### src/rtl/noc_pkg.sv
// rtl/noc_pkg.sv - flit encodings, field offsets and port identifiers for the mesh router
package noc_pkg;

  localparam int FLIT_W_DEF = 64;
  localparam int COORD_W    = 4;

  // Field positions, counted down from the flit MSB.
  localparam int TYPE_OFS = 1;
  localparam int ROW_OFS  = 2;
  localparam int COL_OFS  = 6;

  typedef enum logic [1:0] {
    FT_BODY     = 2'b00,
    FT_HEAD     = 2'b01,
    FT_TAIL     = 2'b10,
    FT_HEADTAIL = 2'b11
  } flit_type_e;

  typedef enum logic [2:0] {
    PORT_N = 3'd0,
    PORT_E = 3'd1,
    PORT_S = 3'd2,
    PORT_W = 3'd3,
    PORT_L = 3'd4
  } port_e;

  typedef enum logic {
    ST_IDLE   = 1'b0,
    ST_ACTIVE = 1'b1
  } route_state_e;

endpackage

### src/rtl/noc_fifo.sv
// rtl/noc_fifo.sv - synchronous flit FIFO with occupancy count
module noc_fifo #(
  parameter int WIDTH = 64,
  parameter int DEPTH = 4
) (
  input  logic                       clk,
  input  logic                       rst_n,
  input  logic                       push,
  input  logic [WIDTH-1:0]           push_data,
  input  logic                       pop,
  output logic [WIDTH-1:0]           front,
  output logic                       empty,
  output logic [$clog2(DEPTH+1)-1:0] count
);

  localparam int PTR_W = $clog2(DEPTH);
  localparam int CNT_W = $clog2(DEPTH+1);
  localparam logic [CNT_W-1:0] FULL_CNT = CNT_W'(DEPTH);

  logic [WIDTH-1:0] mem [DEPTH];
  logic [PTR_W-1:0] wptr;
  logic [PTR_W-1:0] rptr;
  logic             do_push;
  logic             do_pop;

  assign do_push = push && (count != FULL_CNT);
  assign do_pop  = pop && (count != '0);
  assign empty   = (count == '0);
  assign front   = mem[rptr];

  always_ff @(posedge clk) begin
    if (do_push) mem[wptr] <= push_data;
  end

  // Pointers wrap naturally because DEPTH is a power of two.
  always_ff @(posedge clk) begin
    if (!rst_n) begin
      wptr  <= '0;
      rptr  <= '0;
      count <= '0;
    end else begin
      if (do_push) wptr <= wptr + 1'b1;
      if (do_pop)  rptr <= rptr + 1'b1;
      case ({do_push, do_pop})
        2'b10:   count <= count + 1'b1;
        2'b01:   count <= count - 1'b1;
        default: count <= count;
      endcase
    end
  end

endmodule

### src/rtl/router_input_port.sv
// rtl/router_input_port.sv - mesh router input buffer with XY route computation and packet tracking
module router_input_port
  import noc_pkg::*;
#(
  parameter int FLIT_W = FLIT_W_DEF,
  parameter int DEPTH  = 4,
  parameter int ROWS   = 4,
  parameter int COLS   = 4,
  parameter int MY_ROW = 0,
  parameter int MY_COL = 0
) (
  input  logic                       clk,
  input  logic                       rst_n,
  input  logic [FLIT_W-1:0]          in_flit,
  input  logic                       in_valid,
  output logic                       in_ready,
  output logic [FLIT_W-1:0]          out_flit,
  output logic                       out_valid,
  input  logic                       out_ready,
  output logic [2:0]                 out_port,
  output logic [$clog2(DEPTH+1)-1:0] occupancy,
  output logic                       pkt_active,
  output logic [1:0]                 err
);

  localparam int CNT_W = $clog2(DEPTH+1);
  localparam logic [CNT_W-1:0]   FULL_CNT = CNT_W'(DEPTH);
  localparam logic [COORD_W:0]   ROWS_C   = (COORD_W+1)'(ROWS);
  localparam logic [COORD_W:0]   COLS_C   = (COORD_W+1)'(COLS);
  localparam logic [COORD_W-1:0] MY_ROW_C = COORD_W'(MY_ROW);
  localparam logic [COORD_W-1:0] MY_COL_C = COORD_W'(MY_COL);

  logic [FLIT_W-1:0]  front;
  logic               empty;
  flit_type_e         ftype;
  logic [COORD_W-1:0] drow;
  logic [COORD_W-1:0] dcol;
  logic               is_head;
  logic               range_err;
  logic               forwardable;
  logic               drop;
  logic               fwd;
  port_e              route;
  port_e              port_q;
  route_state_e       state;

  assign in_ready = (occupancy != FULL_CNT);

  noc_fifo #(.WIDTH(FLIT_W), .DEPTH(DEPTH)) u_fifo (
    .clk       (clk),
    .rst_n     (rst_n),
    .push      (in_valid && in_ready),
    .push_data (in_flit),
    .pop       (fwd || drop),
    .front     (front),
    .empty     (empty),
    .count     (occupancy)
  );

  assign ftype     = flit_type_e'(front[FLIT_W-1-TYPE_OFS +: 2]);
  assign drow      = front[FLIT_W-1-ROW_OFS -: COORD_W];
  assign dcol      = front[FLIT_W-1-COL_OFS -: COORD_W];
  assign is_head   = (ftype == FT_HEAD) || (ftype == FT_HEADTAIL);
  assign range_err = ({1'b0, drow} >= ROWS_C) || ({1'b0, dcol} >= COLS_C);

  // Dimension-ordered routing: resolve the column first, then the row.
  always_comb begin
    route = PORT_L;
    if (range_err)            route = PORT_L;
    else if (dcol > MY_COL_C) route = PORT_E;
    else if (dcol < MY_COL_C) route = PORT_W;
    else if (drow > MY_ROW_C) route = PORT_S;
    else if (drow < MY_ROW_C) route = PORT_N;
    else                      route = PORT_L;
  end

  // Heads open a packet only in IDLE; body/tail flits only continue one in ACTIVE.
  assign forwardable = (state == ST_IDLE) ? is_head : !is_head;
  assign out_valid   = !empty && forwardable;
  assign drop        = !empty && !forwardable;
  assign fwd         = out_valid && out_ready;
  assign out_flit    = front;
  assign out_port    = (state == ST_ACTIVE) ? port_q : route;
  assign pkt_active  = (state == ST_ACTIVE);

  always_ff @(posedge clk) begin
    if (!rst_n) begin
      state  <= ST_IDLE;
      port_q <= PORT_N;
      err    <= 2'b00;
    end else begin
      if (drop) err[0] <= 1'b1;
      if (fwd) begin
        if (state == ST_IDLE) begin
          if (range_err) err[1] <= 1'b1;
          if (ftype == FT_HEAD) begin
            state  <= ST_ACTIVE;
            port_q <= route;
          end
        end else if (ftype == FT_TAIL) begin
          state <= ST_IDLE;
        end
      end
    end
  end

endmodule

### config.mk
export PLATFORM = sky130hd
export DESIGN_NAME = router_input_port
export DESIGN_NICKNAME = d
export VERILOG_FILES = /design/src/rtl/noc_pkg.sv /design/src/rtl/noc_fifo.sv /design/src/rtl/router_input_port.sv
export SDC_FILE = /design/constraint.sdc
export NUM_CORES = 1
export LEC_CHECK = 0
export ABC_AREA = 0
export CAP_MARGIN = 40
export CORE_ASPECT_RATIO = 1.4
export CORE_MARGIN = 2
export CORE_UTILIZATION = 39
export CTS_CLUSTER_DIAMETER = 150
export DETAILED_ROUTE_END_ITERATION = 12
export MAX_ROUTING_LAYER = met4
export PLACE_DENSITY = 0.7
export SLEW_MARGIN = 40
export SYNTH_ARGS = -nofsm -noshare
export SYNTH_HDL_FRONTEND = slang
export SYNTH_HIERARCHICAL = 1
export SYNTH_SLANG_ARGS = --single-unit
### constraint.sdc
create_clock -name clk -period 2.9 [get_ports clk]
set_clock_uncertainty 0.15 [all_clocks]
set_input_delay 0.435 -clock clk [delete_from_list [all_inputs] [get_ports clk]]
set_output_delay 0.435 -clock clk [all_outputs]
set_load 0.005 [all_outputs]
* Yosys cells after proc, flatten, opt, wreduce, memory -nomap -nowiden
Memory sizes are Yosys's and may differ from the RTL's. A register that Yosys moved wholly into a read port is not among the register bits.
Cells that the tools add are included.
** Cells by class
- Mux-type cells :: 15
- Bitwise gates (word level) :: 1
- Reductions and logical operators :: 17
- Add/subtract/negate cells :: 4
- Order comparisons :: 6
- Equal/unequal tests :: 6
** Operator list (number)
- 3-bit 2-to-1 mux :: 6
- 4-bit by 3-bit >= comparator with 1-bit output, second input constant :: 2
- 4-bit by 1-bit > comparator with 1-bit output, second input constant :: 2
- 4-bit by 1-bit less-than comparator with 1-bit output, second input constant :: 2
- 2-bit == test, second input constant :: 3
- 1-bit logical AND :: 6
- 1-bit 2-to-1 mux :: 6
- 3-bit case mux with 2 select lines :: 1
- 3-bit AND reduction :: 2
- 2-bit by 1-bit adder with 2-bit output, second input constant :: 2
- 2-bit by 1-bit == test with 1-bit output, second input constant :: 2
- 2-bit 2-to-1 mux :: 2
- 3-bit by 1-bit adder with 3-bit output, second input constant :: 1
- 1-bit logical NOT :: 3
- 3-bit logical NOT :: 1
- 1-bit logical OR :: 3
- 3-bit inequality test, second input constant :: 1
- 3-bit nonzero test :: 1
- 3-bit by 1-bit subtractor with 3-bit output, second input constant :: 1
- 2-bit nonzero test :: 1
- 1-bit inverter :: 1
** Word-level totals
- Output and inout bits :: 75
- Input bits :: 68
- Memory bits (writable) :: 256
- Memories kept :: 1
- Logic and storage cells :: 57
- Bits in registers :: 13
** Memory list
- u_fifo.mem :: words 4, bits a word 64, rd ports 1, clocked after Yosys merged registers in 1, wr ports 1, line noc_fifo.sv:20 : logic [WIDTH-1:0] mem [DEPTH];

* Logic depth before layout (Yosys ltp)
- Depth after elaboration :: 10
- Mapped depth :: 13
- Depth with buffers taken out :: 12

* By module
The synthesis kept the hierarchy.
** Modules (own cells, without submodules)
- noc_fifo :: cells an instance 387, instances 1, sequential area each 7867.5 um^2, area each 9796.9 um^2
- router_input_port :: cells an instance 46, instances 1, sequential area each 120.1 um^2, area each 394.1 um^2

* Worst setup path before layout
OpenSTA, ideal clock, no wires.
- Path type :: register -> register
- Start :: register (tool-made name)
- End :: register u_fifo.count[2]
- Setup slack :: -0.325 ns
- Arrival time :: 3.000 ns
- Stages on the path, launching flop included :: 14
- Library setup time :: 0.076 ns
- Cells stage by stage :: dfxtp_1 -> buf_6 -> buf_12 -> mux4_2 -> xnor2_1 -> nor2_1 -> nor2_1 -> nor2b_1 -> ha_1 -> inv_1 -> fa_1 -> xor2_1 -> or3_1 -> a21boi_0
** RTL lines
- end signal: assignment :: line noc_fifo.sv:45 : 2'b10: count <= count + 1'b1;
- end signal: assignment :: line noc_fifo.sv:46 : 2'b01: count <= count - 1'b1;
- end signal: assignment :: line noc_fifo.sv:47 : default: count <= count;
- end: declaration :: line noc_fifo.sv:13 : output logic [$clog2(DEPTH+1)-1:0] count

==> flow_metrics.py <==
metrics = {
    "global_routing": {
        "grt_pass1_vias": 5628,
        "overflow": 0,
        "antenna_found_initial": 2,
        "grt.total_usage_pct": 15.2,
        "grt_pass1_wl_um": 31000,
        "grt_max_degree": 44,
    },
    "synth": {
        "synth_area_leaders": "edfxtp_1 (75%), mux4_2 (13%), dfxtp_1 (2.9%)",
        "synth_fp_nets": 507,
        "netlist_area_um2": 10200,
        "synth.most_common_cell": "edfxtp_1",
        "synth_edf_count": 256,
        "ys_seq_elements": 271,
        "ys_warn_count": 6,
        "ys.flop_type": "edfxtp_1",
        "async_flop_share_pct": 0,
        "synth_cell_types": 45,
        "synth_area_per_cell_um2": 23.5,
        "ys_seq_area_share_pct": 78.4,
        "synth_area_leader_cell": "edfxtp_1",
        "synthTopCellsByCount": "edfxtp_1 (256), mux4_2 (60), dfxtp_1 (15)",
        "netlist_instances": 433,
        "synth_top_area_share_pct": 75.4,
    },
    "run_status": {
        "status": "finished, violations left",
        "violations": "negative setup slack",
    },
    "timing": {
        "period_needed_ns": 3.08,
        "finalCritPeriodShare_pct": 106,
        "worst_slack_ns": -0.183,
        "relSlewSlack_pct": 55.3,
        "fmax_ghz": 0.324,
        "worst_hold_slack_ns": 0.311,
        "rsz0062_at_grt": "true",
        "tightest_slew_ns": 0.667,
        "hold_violations": 0,
        "maxSlewViolCount": 0,
        "setup_viol": 6,
    },
    "placement": {
        "routabilityCongestion": 0.792,
        "placed_area_um2": 12100,
        "port_buffers": 142,
        "place_hpwl_um": 12200,
    },
    "die": {
        "die_w_um": 141,
        "pin_count": 143,
        "core_area_um2": 25900,
        "row_count": 70,
        "dieArea_um2": 27500,
        "initial_core_util_pct": 39.3,
        "die_h_um": 195,
    },
    "worst_hold_path": {
        "min_path_type": "register to register",
    },
    "final_layout": {
        "drive_gt1_share_pct": 29.9,
        "finalInstanceArea_um2": 13400,
        "multi_input_area_um2": 2050,
        "utilization_pct": 51.7,
        "nFillCells": 2059,
        "ff_latch_area_um2": 8000,
        "layout.nets": 714,
        "synthToLayoutAreaGrowth_pct": 31.4,
    },
    "clocking": {
        "cts_tree": "done",
        "clkTransAtPathRegs_ns": 0.06,
        "cts_max_path_buffers": 3,
        "clock_latency_ns": 0.52,
        "clockRootBuffer": "clkbuf_16",
        "htree_levels": 1,
        "cts_sinks": 271,
        "hold_buffers": 0,
        "cts_buffers": 27,
    },
    "setup_path": {
        "crit_path_max_incr_delay_ns": 0.54,
        "cp_top_family": "multiplexers",
        "cpMaxStageDelayCell": "mux4_2",
        "criticalPathCategory": "register to primary output",
        "cp-end-kind": "primary output",
        "arrival_ns": 2.50,
        "path_buf_inv": 3,
        "cp_cell_sequence": "buf_12 -> mux4_2 -> nor4_4 -> buf_4 -> o41ai_2 -> mux2_2 -> buf_2",
        "required_ns": 2.32,
        "cp_max_fo": 4,
        "worst_setup_path_start_kind": "register",
    },
    "run": {
        "max_cap_viol_count": 0,
    },
    "routing": {
        "routed_wl_um": 20100,
        "drt-vias-per-instance": 5.08,
        "post_drt_wl_per_cell_um": 20.4,
        "antenna_left": 0,
        "initialDrtViolationCount": 222,
        "drcViolationCount": 0,
        "num_vias": 4995,
        "dr.pass1.iters": 5,
    },
    "power": {
        "power_density_nw_per_um2": 883,
        "leakagePower_uw": 0.00447,
        "vdd_drop_max_uv": 547,
    },
}
report_power, final:
group | total [uW] | internal (uW) | switching, uW
clock | 3460 | 2060 | 1400
combinational | 3380 | 1960 | 1410
sequential | 4980 | 4840 | 144
routing by layer:
metal  wire, um  vias to the layer above  GRT usage [%]
li1           -                     2230              -
met1       7680                     2596           16.8
met2      10900                      130           27.3
met3        965                       39           2.89
met4        565                        0           5.52
met5          0                        -              -
flip-flops by register name, summed over array words and instances (netlist names), named ones only:
signal	count
port_q	3
err	2
u_fifo/mem	256
u_fifo/rptr	2
pkt_active	1
u_fifo/count	3
u_fifo/wptr	2
placed cells by master, fill, tap and decap left out, types with 5 or more instances in the layout:
cell,netlist,routed
dlygate4sd2_1,0,23
buf_12,6,9
nor2_1,7,6
buf_2,7,6
clkbuf_16,0,28
clkinvlp_4,0,5
clkdlybuf4s50_1,0,88
clkbuf_2,1,11
buf_4,0,30
buf_16,0,6
clkinv_2,0,5
inv_1,9,8
o21ai_0,8,6
clkdlybuf4s15_1,0,9
dfxtp_1,15,13
edfxtp_1,256,256
nand2_1,10,10
mux4_2,60,62
what timing repair did:
item,4_1_cts,5_1_grt
endpoints found under the setup margin,59,34
gates cloned,5,1
resized for setup,107,37
pin swaps,5,2
buffers inserted,13,9
per-stage QoR:
stage          instances  TNS [ns]  worst slack, ns  total power (uW)
2_1_floorplan        433    -0.234           -0.184              6670
3_3_place_gp         907   -0.0194          -0.0194              8030
3_5_place_dp         907   -0.0412          -0.0318              8130
4_1_cts              972    -0.703           -0.226             11900
5_1_grt              984     -1.22           -0.264             12400
6_report             984    -0.455           -0.183             11800
path summary, 6_finish.rpt:
path	slack (ns)	cells after the start	start	end
hold / removal	0.31	1	err[1]	err[1]
setup / recovery	-0.18	7	register	out_port[2]
setup reg to reg	-0.07	13	register	u_fifo/count[2]
hold reg to reg	0.31	1	err[1]	err[1]
worst register-to-register path, cell delays in order, from the launching register on:
cell and delay [ns]:
dfxtp_4 0.37, buf_4 0.13, buf_12 0.11, mux4_2 0.54
xnor2_2 0.16, nor2_1 0.06, nor2_1 0.12, nor2b_4 0.19
ha_4 0.15, inv_2 0.04, fa_2 0.33, xor2_1 0.15
or3_1 0.31, a21boi_1 0.12
area by class of cell:
type | count | share of cell area, %
tap | 324 | 3.03
multi-input combinational | 137 | 15.3
sequential | 271 | 59.7
inverter | 9 | 0.252
antenna | 2 | 0.0374
timing repair buffer | 194 | 15.0
clock inverter | 19 | 1.58
clock buffer | 28 | 5.07
cell families after synthesis:
family	Yosys count	synth area share, %
DFF	271	78.4
muxes	67	14.6
and+or+nand+nor	38	2.23
buffers and inverters	25	2.05
AOI/OAI and AO/OA	23	1.67
adders and majority gates	6	0.810
xor gates and xnor gates	3	0.258
Note: power is estimated with default switching activity, not from simulation.
